## src/rtl/fpu_f32_to_int_pipe_if.sv

```systemverilog
// Operand and result handshake bundle for the float-to-int converter.
// Valid/ready on both sides: a transfer happens on the rising CLK edge where VALID and READY are both 1.
interface fpu_f32_to_int_pipe_if;
    logic        A_VALID;
    logic        A_READY;
    logic [31:0] A;
    logic        A_SIGNED;
    logic        A_RNE;
    logic        O_VALID;
    logic        O_READY;
    logic [31:0] O;
    logic [1:0]  O_FLAGS;

    modport master (
        output A_VALID, A, A_SIGNED, A_RNE, O_READY,
        input  A_READY, O_VALID, O, O_FLAGS
    );

    modport slave (
        input  A_VALID, A, A_SIGNED, A_RNE, O_READY,
        output A_READY, O_VALID, O, O_FLAGS
    );
endinterface

```

## src/rtl/fpu_f32_to_int_pipe.sv

```systemverilog
// Three-stage binary32 -> int32/uint32 converter: unpack/classify, align, round/sign/saturate.
// Each stage holds its contents until the next one can take them; A_READY is combinational from O_READY.
module fpu_f32_to_int_pipe (
    input  logic                     CLK,
    input  logic                     RST,
    fpu_f32_to_int_pipe_if.slave     bus
);
    logic adv1, adv2, adv3;

    logic        s1_valid, s1_sign, s1_signed, s1_rne;
    logic        s1_nan, s1_inf, s1_zero, s1_huge;
    logic [7:0]  s1_exp;
    logic [22:0] s1_frac;

    logic        s2_valid, s2_sign, s2_signed, s2_rne;
    logic        s2_nan, s2_inf, s2_huge, s2_guard, s2_sticky;
    logic [32:0] s2_mag;

    logic        o_valid;
    logic [31:0] o_data;
    logic [1:0]  o_flags;

    assign adv3 = !o_valid || bus.O_READY;
    assign adv2 = !s2_valid || adv3;
    assign adv1 = !s1_valid || adv2;

    assign bus.A_READY = adv1;
    assign bus.O_VALID = o_valid;
    assign bus.O       = o_data;
    assign bus.O_FLAGS = o_flags;

    logic [7:0]  a_exp;
    logic [22:0] a_frac;
    logic        a_nan, a_inf, a_zero, a_huge;

    assign a_exp  = bus.A[30:23];
    assign a_frac = bus.A[22:0];
    assign a_nan  = (a_exp == 8'hFF) && (|a_frac);
    assign a_inf  = (a_exp == 8'hFF) && !(|a_frac);
    assign a_zero = (a_exp == 8'h00);
    assign a_huge = (a_exp != 8'hFF) && (a_exp >= (bus.A_SIGNED ? 8'd159 : 8'd160));

    always_ff @(posedge CLK or posedge RST) begin
        if (RST) begin
            s1_valid  <= 1'b0;
            s1_sign   <= 1'b0;
            s1_signed <= 1'b0;
            s1_rne    <= 1'b0;
            s1_nan    <= 1'b0;
            s1_inf    <= 1'b0;
            s1_zero   <= 1'b0;
            s1_huge   <= 1'b0;
            s1_exp    <= '0;
            s1_frac   <= '0;
        end else if (adv1) begin
            s1_valid <= bus.A_VALID;
            if (bus.A_VALID) begin
                s1_sign   <= bus.A[31];
                s1_signed <= bus.A_SIGNED;
                s1_rne    <= bus.A_RNE;
                s1_nan    <= a_nan;
                s1_inf    <= a_inf;
                s1_zero   <= a_zero;
                s1_huge   <= a_huge;
                s1_exp    <= a_exp;
                s1_frac   <= a_frac;
            end
        end
    end

    // Align: the binary point of m sits 150 - e bits from its LSB.
    logic [23:0] m;
    logic [7:0]  lsh;
    logic [4:0]  rsh;
    logic [23:0] low_mask;
    logic [32:0] al_mag;
    logic        al_guard, al_sticky;

    assign m        = {1'b1, s1_frac};
    assign lsh      = s1_exp - 8'd150;
    assign rsh      = 5'(8'd150 - s1_exp);
    assign low_mask = (24'd1 << (rsh - 5'd1)) - 24'd1;

    always_comb begin
        al_mag    = '0;
        al_guard  = 1'b0;
        al_sticky = 1'b0;
        if (s1_zero) begin
            al_sticky = |s1_frac;
        end else if (s1_exp >= 8'd150) begin
            al_mag = {9'b0, m} << lsh;
        end else if (s1_exp >= 8'd127) begin
            al_mag    = {9'b0, m >> rsh};
            al_guard  = m[rsh - 5'd1];
            al_sticky = |(m & low_mask);
        end else begin
            al_guard  = (s1_exp == 8'd126);
            al_sticky = (s1_exp < 8'd126) || (|s1_frac);
        end
    end

    always_ff @(posedge CLK or posedge RST) begin
        if (RST) begin
            s2_valid  <= 1'b0;
            s2_sign   <= 1'b0;
            s2_signed <= 1'b0;
            s2_rne    <= 1'b0;
            s2_nan    <= 1'b0;
            s2_inf    <= 1'b0;
            s2_huge   <= 1'b0;
            s2_guard  <= 1'b0;
            s2_sticky <= 1'b0;
            s2_mag    <= '0;
        end else if (adv2) begin
            s2_valid <= s1_valid;
            if (s1_valid) begin
                s2_sign   <= s1_sign;
                s2_signed <= s1_signed;
                s2_rne    <= s1_rne;
                s2_nan    <= s1_nan;
                s2_inf    <= s1_inf;
                s2_huge   <= s1_huge;
                s2_guard  <= al_guard;
                s2_sticky <= al_sticky;
                s2_mag    <= al_mag;
            end
        end
    end

    // Round, apply sign, saturate. Invalid results never also report inexact.
    logic        inc, inexact;
    logic [33:0] rmag;
    logic [31:0] r_data;
    logic [1:0]  r_flags;

    assign inc     = s2_rne && s2_guard && (s2_sticky || s2_mag[0]);
    assign rmag    = {1'b0, s2_mag} + {33'b0, inc};
    assign inexact = s2_guard || s2_sticky;

    always_comb begin
        r_data  = '0;
        r_flags = {1'b0, inexact};
        if (s2_nan) begin
            r_data  = s2_signed ? 32'h7FFF_FFFF : 32'hFFFF_FFFF;
            r_flags = 2'b10;
        end else if (s2_inf || s2_huge) begin
            r_flags = 2'b10;
            if (s2_sign) r_data = s2_signed ? 32'h8000_0000 : 32'h0000_0000;
            else         r_data = s2_signed ? 32'h7FFF_FFFF : 32'hFFFF_FFFF;
        end else if (s2_signed) begin
            if (!s2_sign && rmag > 34'h0_7FFF_FFFF) begin
                r_data  = 32'h7FFF_FFFF;
                r_flags = 2'b10;
            end else if (s2_sign && rmag > 34'h0_8000_0000) begin
                r_data  = 32'h8000_0000;
                r_flags = 2'b10;
            end else begin
                r_data = s2_sign ? (32'd0 - rmag[31:0]) : rmag[31:0];
            end
        end else begin
            if (s2_sign) begin
                if (rmag != 34'd0) r_flags = 2'b10;
            end else if (rmag > 34'h0_FFFF_FFFF) begin
                r_data  = 32'hFFFF_FFFF;
                r_flags = 2'b10;
            end else begin
                r_data = rmag[31:0];
            end
        end
    end

    always_ff @(posedge CLK or posedge RST) begin
        if (RST) begin
            o_valid <= 1'b0;
            o_data  <= '0;
            o_flags <= '0;
        end else if (adv3) begin
            o_valid <= s2_valid;
            if (s2_valid) begin
                o_data  <= r_data;
                o_flags <= r_flags;
            end
        end
    end
endmodule

```

## src/flat_wrapper.sv

```systemverilog
// flat-port wrapper written by rule: the top's interface ports become plain ports
module fpu_f32_to_int_pipe_flat 
  (CLK, RST, bus_A_VALID, bus_A, bus_A_SIGNED, bus_A_RNE, bus_O_READY, bus_A_READY, bus_O_VALID, bus_O, bus_O_FLAGS);
  fpu_f32_to_int_pipe_if bus_i ();
  input  logic CLK;
  input  logic RST;
  input wire logic [$bits(bus_i.A_VALID)-1:0] bus_A_VALID;
  input wire logic [$bits(bus_i.A)-1:0] bus_A;
  input wire logic [$bits(bus_i.A_SIGNED)-1:0] bus_A_SIGNED;
  input wire logic [$bits(bus_i.A_RNE)-1:0] bus_A_RNE;
  input wire logic [$bits(bus_i.O_READY)-1:0] bus_O_READY;
  output wire logic [$bits(bus_i.A_READY)-1:0] bus_A_READY;
  output wire logic [$bits(bus_i.O_VALID)-1:0] bus_O_VALID;
  output wire logic [$bits(bus_i.O)-1:0] bus_O;
  output wire logic [$bits(bus_i.O_FLAGS)-1:0] bus_O_FLAGS;
  assign bus_i.A_VALID = bus_A_VALID;
  assign bus_i.A = bus_A;
  assign bus_i.A_SIGNED = bus_A_SIGNED;
  assign bus_i.A_RNE = bus_A_RNE;
  assign bus_i.O_READY = bus_O_READY;
  assign bus_A_READY = bus_i.A_READY;
  assign bus_O_VALID = bus_i.O_VALID;
  assign bus_O = bus_i.O;
  assign bus_O_FLAGS = bus_i.O_FLAGS;
  fpu_f32_to_int_pipe u_core (.CLK(CLK), .RST(RST), .bus(bus_i));
endmodule
```

## config.mk

```make
export PLATFORM = sky130hd
export DESIGN_NAME = fpu_f32_to_int_pipe_flat
export DESIGN_NICKNAME = d
export VERILOG_FILES = /design/src/rtl/fpu_f32_to_int_pipe_if.sv /design/src/rtl/fpu_f32_to_int_pipe.sv /design/src/flat_wrapper.sv
export SDC_FILE = /design/constraint.sdc
export NUM_CORES = 1
export LEC_CHECK = 0
export ABC_AREA = 1
export CAP_MARGIN = 25
export CORE_MARGIN = 5
export CORE_UTILIZATION = 35
export CTS_BUF_LIST = sky130_fd_sc_hd__clkbuf_16
export DETAILED_ROUTE_END_ITERATION = 10
export MAX_ROUTING_LAYER = met4
export SLEW_MARGIN = 20
export SYNTH_ARGS = -nofsm -noshare
export SYNTH_HDL_FRONTEND = slang
export SYNTH_SLANG_ARGS = --single-unit
```

## constraint.sdc

```tcl
create_clock -name CLK -period 7.4 [get_ports CLK]
set_input_delay 1.48 -clock CLK [delete_from_list [all_inputs] [get_ports CLK]]
set_output_delay 1.48 -clock CLK [all_outputs]
set_load 0.01 [all_outputs]
```

== Yosys cells after proc, flatten, opt, wreduce, memory -nomap -nowiden ==
Index checks and enable logic that the tools add are counted.

* Flip-flop bits (word level): 116
* Output and inout bits: 36

* $add $sub $neg: 6
* Order comparisons: 8
* Equality and inequality tests: 3
* Shift-type cells: 3
* Muxes and demuxes: 31
* Bitwise gates (word level): 1
* Reduce and logical (&&, ||, !) cells: 27

{| class="wikitable"
|+ Operators with widths
! operator !! count
|-
| 32-bit 2-to-1 mux || 11
|-
| 34-bit by 32-bit greater-than comparator with 1-bit output, second input constant || 2
|-
| 33-bit 2-to-1 mux || 2
|-
| 23-bit OR reduction || 2
|-
| 33-bit by 1-bit adder with 34-bit output || 1
|-
| 34-bit by 31-bit greater-than comparator with 1-bit output, second input constant || 1
|-
| 34-bit nonzero test || 1
|-
| 24-bit by 8-bit left shift with 33-bit output || 1
|-
| 1-bit by 32-bit subtractor with 32-bit output, first input constant || 1
|-
| 24-bit AND || 1
|-
| 24-bit 2-to-1 mux || 1
|-
| 24-bit OR reduction || 1
|-
| 1-bit by 5-bit left shift with 24-bit output, first input constant || 1
|-
| 24-bit by 5-bit right shift with 24-bit output || 1
|-
| 24-bit by 1-bit subtractor with 24-bit output, second input constant || 1
|-
| 2-bit 2-to-1 mux || 8
|-
| 8-bit by 7-bit == test with 1-bit output, second input constant || 1
|-
| 8-bit == test, second input constant || 1
|-
| 8-bit by 7-bit greater-or-equal comparator with 1-bit output, second input constant || 1
|-
| 8-bit greater-or-equal comparator || 1
|-
| 8-bit greater-or-equal comparator, second input constant || 1
|-
| 8-bit logical NOT || 1
|-
| 8-bit by 7-bit less-than comparator with 1-bit output, second input constant || 1
|-
| 8-bit != test, second input constant || 1
|-
| other kinds (11) || 35
|}

== Depth between registers and ports, before layout ==
Gate-level depths: netlist of run 1.

* Word-level depth: 10
* Depth in mapped cells: 30

== Worst setup path after synthesis of run 1 ==
Ideal clock, no wire load.

* Path type: flip-flop to flip-flop
* Start point: register u_core.s1_exp[1]
* End point: register u_core.s2_sticky
* Library setup time: 0.117 ns
* Arrival time: 3.416 ns
* Slack: 3.868 ns
* Stages on the path, launching flop included: 29
* Path buffers: 5
* Clock period less this slack: 3.532 ns
* Path through: dfrtp_1 buf_2 inv_1 clkbuf_1 buf_1 ha_1 buf_2 nand4_1 nand2_1 nand2_1 buf_6 nor2_1 nand2_2 ha_1 inv_1 nor2_1 nand2_1 nor2_2 nand3_1 nand3_1 nand2_1 inv_1 nand2_1 nor2_1 nand3_1 nand2_1 nand2_1 nand2_1 nand2_1

* Word-level cells in the longest chain between the ends: 9

{| class="wikitable"
|+ RTL lines
! what !! line !! source
|-
| start, declared || fpu_f32_to_int_pipe.sv:12 || <nowiki>logic [7:0] s1_exp;</nowiki>
|-
| start signal, assigned || fpu_f32_to_int_pipe.sv:65 || <nowiki>s1_exp <= a_exp;</nowiki>
|-
| 5-bit subtractor || fpu_f32_to_int_pipe.sv:81 || <nowiki>assign rsh = 5'(8'd150 - s1_exp);</nowiki>
|-
| 5-bit by 1-bit subtractor with 5-bit output || fpu_f32_to_int_pipe.sv:82 || <nowiki>assign low_mask = (24'd1 << (rsh - 5'd1)) - 24'd1;</nowiki>
|-
| 1-bit by 5-bit left shift with 24-bit output || fpu_f32_to_int_pipe.sv:82 ||
|-
| 24-bit by 1-bit subtractor with 24-bit output || fpu_f32_to_int_pipe.sv:82 ||
|-
| 24-bit AND || fpu_f32_to_int_pipe.sv:95 || <nowiki>al_sticky = |(m & low_mask);</nowiki>
|-
| 24-bit OR reduction || fpu_f32_to_int_pipe.sv:95 ||
|-
| 1-bit 2-to-1 mux || fpu_f32_to_int_pipe.sv:92 || <nowiki>end else if (s1_exp >= 8'd127) begin</nowiki>
|-
| 1-bit 2-to-1 mux (*) || fpu_f32_to_int_pipe.sv:90 || <nowiki>end else if (s1_exp >= 8'd150) begin</nowiki>
|-
| 1-bit 2-to-1 mux (*) || fpu_f32_to_int_pipe.sv:88 || <nowiki>if (s1_zero) begin</nowiki>
|-
| end signal, assigned || fpu_f32_to_int_pipe.sv:124 || <nowiki>s2_sticky <= al_sticky;</nowiki>
|-
| end, declared || fpu_f32_to_int_pipe.sv:16 || <nowiki>logic s2_nan, s2_inf, s2_huge, s2_guard, s2_sticky;</nowiki>
|}

Every way passes the cells marked *; elsewhere a longest branch is shown, timed or not.
A chain may end at the register's enable or synchronous reset.

== Final worst setup path of run 1 ==
Ends and elaborated chain as after synthesis.

==> results.toml, run 1 <==
[power]
ir_worst_vdd_v = 0.000205
internal_power_uw = 2300
leakagePower_uw = 0.00602
switching_share_pct = 50.0
power.switching_uw = 2300
p_per_area_nw_per_um2 = 359
pwr-share-clk_pct = 18.9
pwr-share-seq_pct = 22.5
power_frac_comb_pct = 58.6

[clock_tree]
ctsRootBufferMaster = "clkbuf_16"
htree_num_levels = 4
holdBufCountCts = 0
cts_tree = "yes"
clock_sinks = 116
path_clk_slew_ps = 60
cts_made_buffers = 17
postCtsSetupBuffers = 0
ctsResizeCount = 0
clk_path_buf_depth = 2
insertion_delay_ps = 440

[routing]
postRouteAntennaNets = 0
routed_wl_microns = 41000
wl_per_cell_microns = 17.7
drtIter0Drc = 1503
remaining_drc_errors = 0
first_pass_iters = 6
via_count = 12600
via_per_inst = 5.43

[sta]
worstMarginPinSlew_ps = 908
rsz0062_at_grt = "false"
finalSetupViolCount = 0
holdWs_ps = 487
clock_skew_ps = 10.5
layout_min_cycle_time_ps = 4830
setup_tns_ps = 0
slew_headroom_pct = 39.4
post-route-period-util_pct = 65.3
slew_viol_final = 0
hold_viol = 0
max_freq_mhz = 207

[layout]
most-common-layout-cells = "nand2_1 (505), nor2_1 (272), o21ai_0 (215), inv_1 (176), dfrtp_1 (116)"
diodes = 0
drive_above_1_share_pct = 5.91
layout_commonest_cell = "nand2_1"
syn_to_final_growth_pct = 14.6
final_nets = 1955

[worst_setup_path]
arrival_ps = 5160
timing.rr.end = "u_core.s2_sticky"
crit_fanout = 32
startpoint = "u_core.s1_exp[1]"
reg2reg_slack_ps = 2570
required_ps = 7730
critical_path_class = "reg -> reg"
cp-start-kind = "register"
r2r-start = "u_core.s1_exp[1]"
reg2reg_depth = 23
crit_path_end_kind = "register"

[grt]
grtUsageTotal_pct = 23.5
grt_pass1_wl_microns = 65200
grt_max_degree = 68
antenna_found_initial = 0
grt_pass1_vias = 11700
grt.overflow.total = 0

[yosys]
syn_nets = 1932
yosysSeqAreaShare_pct = 25.9
ys_seq_elements = 116
synth.avg_cell_area_sq_um = 5.97
synthCells = 1876
ys_types = 56
syn-cell-area_sq_um = 11200
synth_ff_type = "dfrtp_1"
synth_warnings = 0
synth-edff-count = 0
async_reset_ff_share_pct = 100

[floorplan]
initial_core_util_pct = 35.5
fp.dieW_microns = 189
io_pins = 74
core_sq_um = 31600
die_h_microns = 189
core.rowCount = 65
dieArea_sq_um = 35700

[hold_path]
hold-path-endpoint = "u_core.bus.O_VALID"
hold_path_depth = 2
hold_path.class = "reg -> reg"
worstHoldStart = "u_core.s2_valid"

[placement]
numPortBuffers = 73
gp_congestion = 0.992
dp_hpwl_microns = 32700

[outcome]
outcome = "completed"

[run]
max_cap_viol_count = 0
-- routing by layer --
metal / vias up / GRT usage [%] / part of all wire [%]
li1: 6189 / - / -
met2: 460 / 31.9 / 40
met5: - / - / 0
met3: 29 / 4.94 / 8.6
met4: 0 / 4.62 / 1.1
met1: 5878 / 35.9 / 50
-- final cells by class --
class | count | area (sq um)
Inverter | 194 | 731
Clock buffer | 17 | 425
Timing Repair Buffer | 88 | 875
Fill cell | 3476 | 18700
Sequential cell | 116 | 2900
Clock inverter | 15 | 190
Multi-Input combinational cell | 1482 | 7220
Tap cell | 402 | 503
-- how the worst max path moves through the flow --
stage / to
after detailed placement: u_core.s2_sticky
after global routing: u_core.s2_sticky
after global placement: u_core.s2_sticky
final: u_core.s2_sticky
after floorplan: u_core.bus.O[0]
after CTS: u_core.s2_sticky
-- cells in the mapped netlist (5+ instances only) --
master | number | area (sq um)
a21oi_1 | 93 | 465
a31oi_1 | 24 | 150
buf_1 | 6 | 22.5
buf_2 | 9 | 45.0
buf_6 | 5 | 56.3
clkbuf_1 | 62 | 233
clkinv_1 | 6 | 22.5
dfrtp_1 | 116 | 2900
ha_1 | 18 | 225
inv_1 | 176 | 661
inv_2 | 12 | 45.0
nand2_1 | 505 | 1900
nand2_2 | 14 | 87.6
nand3_1 | 101 | 505
nand4_1 | 25 | 156
nor2_1 | 274 | 1030
nor2_2 | 14 | 87.6
nor3_1 | 25 | 125
nor4_1 | 13 | 81.3
o211ai_1 | 13 | 97.6
o21ai_0 | 215 | 1080
o21ai_1 | 29 | 145
o22ai_1 | 13 | 81.3
xor2_1 | 41 | 359
-- cells by family after synthesis --
kind of cell / Yosys count / synth area share [%]
DFF: 116 / 25.9
AOI/OAI and AO/OA: 419 / 20.4
muxes: 4 / 0.357
xor gates and xnor gates: 48 / 4.19
and+or+nand+nor: 993 / 37.3
buffers and inverters: 278 / 9.81
adders and majority gates: 18 / 2.01
-- stage by stage --
stage	setup WS (ps)	std cells	total power [uW]	util (%)	area [sq um]
6_report	2570	2314	4610	40.7	12800
3_3_place_gp	2590	2279	3680	38.6	12200
5_1_grt	2070	2314	5010	40.7	12800
2_1_floorplan	2850	1876	2850	-	11200
4_1_cts	2610	2312	4580	40.6	12800
3_5_place_dp	2630	2280	3690	38.6	12200
-- power groups by stage --
stage	Clock, uW	Sequential [uW]	Combinational (uW)
floorplan	0	1030	1830
global placement	0	1040	2640
detailed placement	0	1040	2640
CTS	886	1030	2660
global route	916	1070	3030
finish	872	1040	2700
-- critical path: stages (launching register included) --
cell and delay (ps):
dfrtp_1 320, buf_4 290, inv_1 430, ha_1 930, nand3_1 190, nor2_1 200, nand2_2 100, nand2_1 350
nor2_1 130, nand2_2 150, ha_1 210, nand2_1 80, nor2_2 140, nand2_1 190, nor3_1 260, nor2_1 80
nor2_1 110, nand2_1 60, nor2_1 120, nand3_1 130, nand2_1 80, nand2_1 40, nand2_1 50, nand2_1 50
-- flip-flops by register name (all words and copies together) (netlist names), 2 cells and up --
register            cells
u_core.s1_frac         23
u_core.s1_exp           8
u_core.bus.O           32
u_core.bus.O_FLAGS      2
u_core.s2_mag          33
No activity file was read; power rests on OpenSTA's default activity.
==> inputs of run 2 (changes only) <==
clock period = 4.7 ns   (was 7.4 ns; I/O delays follow)
==> run 2 against run 1 <==
Effect of this change: worst setup slack worse by 2000 ps; clock-buffer cell count stayed put; clock power increased by 53%; sequential power is 60% higher; routed wire length grew 3.9%; fmax up 18%; sequential cell count is the same; largest power group unchanged.
==> results.toml, run 2 (same netlist as run 1, synthesis figures left out) <==
[hold_path]
worstHoldStart = "u_core.s1_signed"
hold_path.class = "reg -> reg"
hold_path_depth = 2
hold-path-endpoint = "u_core.s1_signed"

[clock_tree]
cts_made_buffers = 17
postCtsSetupBuffers = 0
insertion_delay_ps = 440
clock_sinks = 116
ctsRootBufferMaster = "clkbuf_16"
holdBufCountCts = 0
ctsResizeCount = 0
cts_tree = "yes"
path_clk_slew_ps = 60
clk_path_buf_depth = 2
htree_num_levels = 4

[sta]
max_freq_mhz = 244
finalSetupViolCount = 0
layout_min_cycle_time_ps = 4100
rsz0062_at_grt = "false"
hold_viol = 0
slew_viol_final = 0
clock_skew_ps = 17.4
setup_tns_ps = 0
worst_slack_ps = 596
post-route-period-util_pct = 87.3
slew_headroom_pct = 39.9
worstMarginPinSlew_ps = 901

[placement]
dp_hpwl_microns = 33600
dp_slack_ps = 687
numPortBuffers = 73
gp_congestion = 0.999

[worst_setup_path]
crit_path_end_kind = "register"
path_buf_inv = 4
critPathTopFamily = "simple AND/OR/NAND/NOR gates"
required_ps = 5010
critical_path_class = "reg -> reg"
r2r-start = "u_core.s2_sticky"
arrival_ps = 4410
reg2reg_slack_ps = 600
cpMaxStageDelayCell = "dfrtp_1"
crit_fanout = 13
cp-start-kind = "register"
cp_cell_sequence = "o21ai_0 > nor2_1 > ha_1 > nand2_1 > nor2_2 > nand2_2 > nor2_8 > nand3_1 > xor2_1 > inv_1 > nor2_1 > nor2_1 > buf_6 > nand2_1 > buf_4 > o21ai_0 > inv_1 > nand2_1 > nand2_1 > a21oi_1"
startpoint = "u_core.s2_sticky"
max_stage_delay_ps = 440
timing.rr.end = "u_core.bus.O[27]"
reg2reg_depth = 20
crit_top_cell = "nand2_1"

[grt]
busiest_layer = "met1"
antenna_found_initial = 0
grt_pass1_vias = 12000
grt.overflow.total = 0
grt_pass1_wl_microns = 68100
globalRouteMet1Util_pct = 36.9
grt_max_degree = 64
met3_usage_pct = 4.11
grtUsageTotal_pct = 24.5
grtUsageMet2_pct = 34.3

[floorplan]
die_h_microns = 189
core_sq_um = 31600
io_pins = 74
initial_core_util_pct = 35.5
core.rowCount = 65
fp.dieW_microns = 189
dieArea_sq_um = 35700

[layout]
largest_reg_flops = 33
final_core_util_pct = 41.1
syn_to_final_growth_pct = 15.7
fillers = 3442
layout_commonest_cell = "nand2_1"
final_nets = 1975
max_flop_register = "u_core.s2_mag"
most-common-layout-cells = "nand2_1 (505), nor2_1 (272), o21ai_0 (215), inv_1 (177), dfrtp_1 (116)"
diodes = 0
drive_above_1_share_pct = 6.83

[routing]
via_count = 12800
postRouteAntennaNets = 0
first_pass_iters = 6
remaining_drc_errors = 0
drtIter0Drc = 1743
wl_per_cell_microns = 18.2
routed_wl_microns = 42600
via_per_inst = 5.49

[power]
leakagePower_uw = 0.00610
ir_worst_vdd_v = 0.000323
p_per_area_nw_per_um2 = 564

[run]
max_cap_viol_count = 0

[outcome]
outcome = "completed"
[run 2: how the worst max path moves through the flow]
stage	endpoint	slack, ps	cells after the start
finish	u_core.bus.O[27]	600	20
global route	u_core.bus.O[23]	290	23
CTS	u_core.bus.O[27]	710	20
detailed placement	u_core.s2_mag[15]	690	15
global placement	u_core.bus.O[20]	260	18
floorplan	u_core.bus.O[0]	690	1
[run 2: power breakdown]
| part | internal (uW) | switching, uW |
|---|---|---|
| Combinational | 1470 | 2860 |
| Sequential | 1320 | 335 |
| Clock | 825 | 502 |
| Total | 3620 | 3700 |
[run 2: stage by stage]
stage / hold WS (ps) / cells / instance area, sq um / power, uW
3_5_place_dp: 474 / 2301 / 12400 / 5910
6_report: 483 / 2334 / 13000 / 7320
2_1_floorplan: 447 / 1876 / 11200 / 4490
3_3_place_gp: 477 / 2300 / 12300 / 5930
4_1_cts: 489 / 2333 / 13000 / 7270
5_1_grt: 508 / 2334 / 13000 / 7950
[run 2: per-layer routing]
layer | wire length (microns) | vias to the layer above
met5 | 0 | -
met2 | 17400 | 551
met3 | 3600 | 46
met1 | 20900 | 5976
li1 | - | 6246
met4 | 740 | 0
[run 2: area by class of cell]
class	instances	area, sq um	area share [%]
multi-input combinational	1482	7220	55.7
clock inverter	15	166	1.28
clock buffer	17	425	3.28
sequential	116	2900	22.4
timing repair buffer	108	1020	7.84
tap	402	503	3.88
inverter	194	731	5.63
[run 2: worst reg2reg max path, stage by stage (launching register included)]
cell	delay [ps]
dfrtp_1	440
o21ai_0	120
nor2_1	120
ha_1	290
nand2_1	190
nor2_2	230
nand2_2	150
nor2_8	190
nand3_1	130
xor2_1	380
inv_1	180
nor2_1	410
nor2_1	260
buf_6	210
nand2_1	60
buf_4	220
o21ai_0	130
inv_1	80
nand2_1	50
nand2_1	60
a21oi_1	60
==> inputs of run 3 (changes only) <==
CAP_MARGIN = 0   (was 25)
CORE_ASPECT_RATIO = 1.25   (was default)
==> run 3 against run 2 <==
Effect of this change: total power is 0.83% lower; cell area is 0.39% lower; final cell count is 0.17% higher; clock skew is 6.6 ps lower.
==> results.toml, run 3 (same netlist as run 1, synthesis figures left out) <==
[worst_setup_path]
cp-start-kind = "register"
critical_path_class = "reg -> reg"
required_ps = 5010
crit_path_end_kind = "register"
crit_fanout = 28
arrival_ps = 4150

[power]
leakagePower_uw = 0.00606
ir_worst_vdd_v = 0.000301
internal_power_uw = 3560
power.switching_uw = 3700
pwr-share-clk_pct = 18.2
power_frac_comb_pct = 59.2
p_per_area_nw_per_um2 = 562
pwr-share-seq_pct = 22.6
switching_share_pct = 50.9

[placement]
placed_cell_area_sq_um = 12300
gp_congestion = 1.01
numPortBuffers = 73
dp_hpwl_microns = 35400

[clock_tree]
holdBufCountCts = 0
cts_made_buffers = 17
postCtsSetupBuffers = 0
clk_path_buf_depth = 2
ctsRootBufferMaster = "clkbuf_16"
clock_sinks = 116
path_clk_slew_ps = 60
cts_tree = "yes"
insertion_delay_ps = 430
ctsResizeCount = 0
htree_num_levels = 4

[sta]
worstMarginPinSlew_ps = 975
slew_headroom_pct = 34.9
finalSetupViolCount = 0
rsz0062_at_grt = "false"
layout_min_cycle_time_ps = 3840
max_freq_mhz = 260
slew_viol_final = 0
hold_viol = 0
clock_skew_ps = 10.9
setup_tns_ps = 0
post-route-period-util_pct = 81.7

[layout]
syn_to_final_growth_pct = 15.3
seqCellArea_sq_um = 2900
most-common-layout-cells = "nand2_1 (505), nor2_1 (273), o21ai_0 (215), inv_1 (175), dfrtp_1 (116)"
finalInstanceArea_sq_um = 12900
fillers = 3467
layout_commonest_cell = "nand2_1"
drive_above_1_share_pct = 6.65
max_flop_register = "u_core.s2_mag"
multi_input_area_sq_um = 7220
largest_reg_flops = 33
final_nets = 1969
diodes = 0

[floorplan]
die_h_microns = 210
initial_core_util_pct = 35.4
core.rowCount = 73
dieArea_sq_um = 35700
fp.dieW_microns = 170
io_pins = 74
core_sq_um = 31700

[routing]
drtIter0Drc = 1131
postRouteAntennaNets = 0
routed_wl_microns = 43600
wl_per_cell_microns = 18.6
first_pass_iters = 5
remaining_drc_errors = 0
via_per_inst = 5.38
via_count = 12600

[grt]
grtUsageTotal_pct = 24.8
grt_pass1_vias = 12000
antenna_found_initial = 0
grt.overflow.total = 0
grt_pass1_wl_microns = 67700
grt_max_degree = 86

[run]
max_cap_viol_count = 0

[hold_path]
hold_path.class = "reg -> reg"

[outcome]
outcome = "completed"
run 3: changes by cell type in the layout (fill, tap and decap cells not counted), sizes merged:
cell,change
inv,-1
clkinv,+1
clkinvlp,+1
bufinv,-1
buf,-6
run 3: power groups by stage:
stage	clock, uW	combinational (uW)	sequential, uW
4_1_cts	1340	4270	1640
2_1_floorplan	0	2880	1620
6_report	1320	4300	1640
3_5_place_dp	0	4250	1660
3_3_place_gp	0	4250	1650
5_1_grt	1390	4790	1680
run 3: final timing paths:
kind	start	end	slack (ps)	cells after the start
hold / removal	u_core.bus.O[31]	u_core.bus.O[31]	480	2
min in group asynchronous	RST	u_core.bus.O[8]	870	2
setup / recovery	u_core.s2_sticky	u_core.bus.O[18]	860	21
hold reg to reg	u_core.bus.O[31]	u_core.bus.O[31]	480	2
setup reg to reg	u_core.s2_sticky	u_core.bus.O[18]	860	21
max in group asynchronous	RST	u_core.s1_exp[7]	3000	3
run 3: metal layers:
layer | up-vias | GRT usage (%) | share of wire [%]
met5 | - | - | 0
met4 | 0 | 15.0 | 7.2
met3 | 140 | 2.81 | 4.0
met2 | 436 | 43.7 | 50
met1 | 5761 | 26.4 | 38
li1 | 6236 | - | -
run 3: layout make-up:
type / instances / share of cell area [%]
clock buffer: 17 / 3.29
tap: 412 / 3.99
clock inverter: 15 / 1.23
inverter: 194 / 5.66
timing repair buffer: 102 / 7.47
sequential: 116 / 22.5
multi-input combinational: 1482 / 55.9
run 3: worst max-delay path, cell delays in order (launching register included):
cell and delay [ps]:
dfrtp_1 520, o21ai_0 140, nor2_1 100, ha_1 220
ha_1 200, nand2_1 110, nor2_4 160, nand2_2 130
nor2_1 250, nand2_1 90, nand2_1 80, nand3_2 70
buf_4 230, nor2_1 400, nor2_1 70, buf_4 210
inv_1 250, nand3_1 110, o21ai_0 80, nor2_1 70
o21ai_1 140, a21oi_1 80
run 3: per-stage QoR:
step	util (%)	worst slack (ps)	instances	hold slack [ps]	power (uW)
5_1_grt	40.8	479	2338	508	7860
4_1_cts	40.8	838	2338	492	7260
3_3_place_gp	38.9	608	2305	458	5900
2_1_floorplan	-	688	1876	447	4490
6_report	40.8	860	2338	484	7250
3_5_place_dp	38.9	622	2306	476	5910
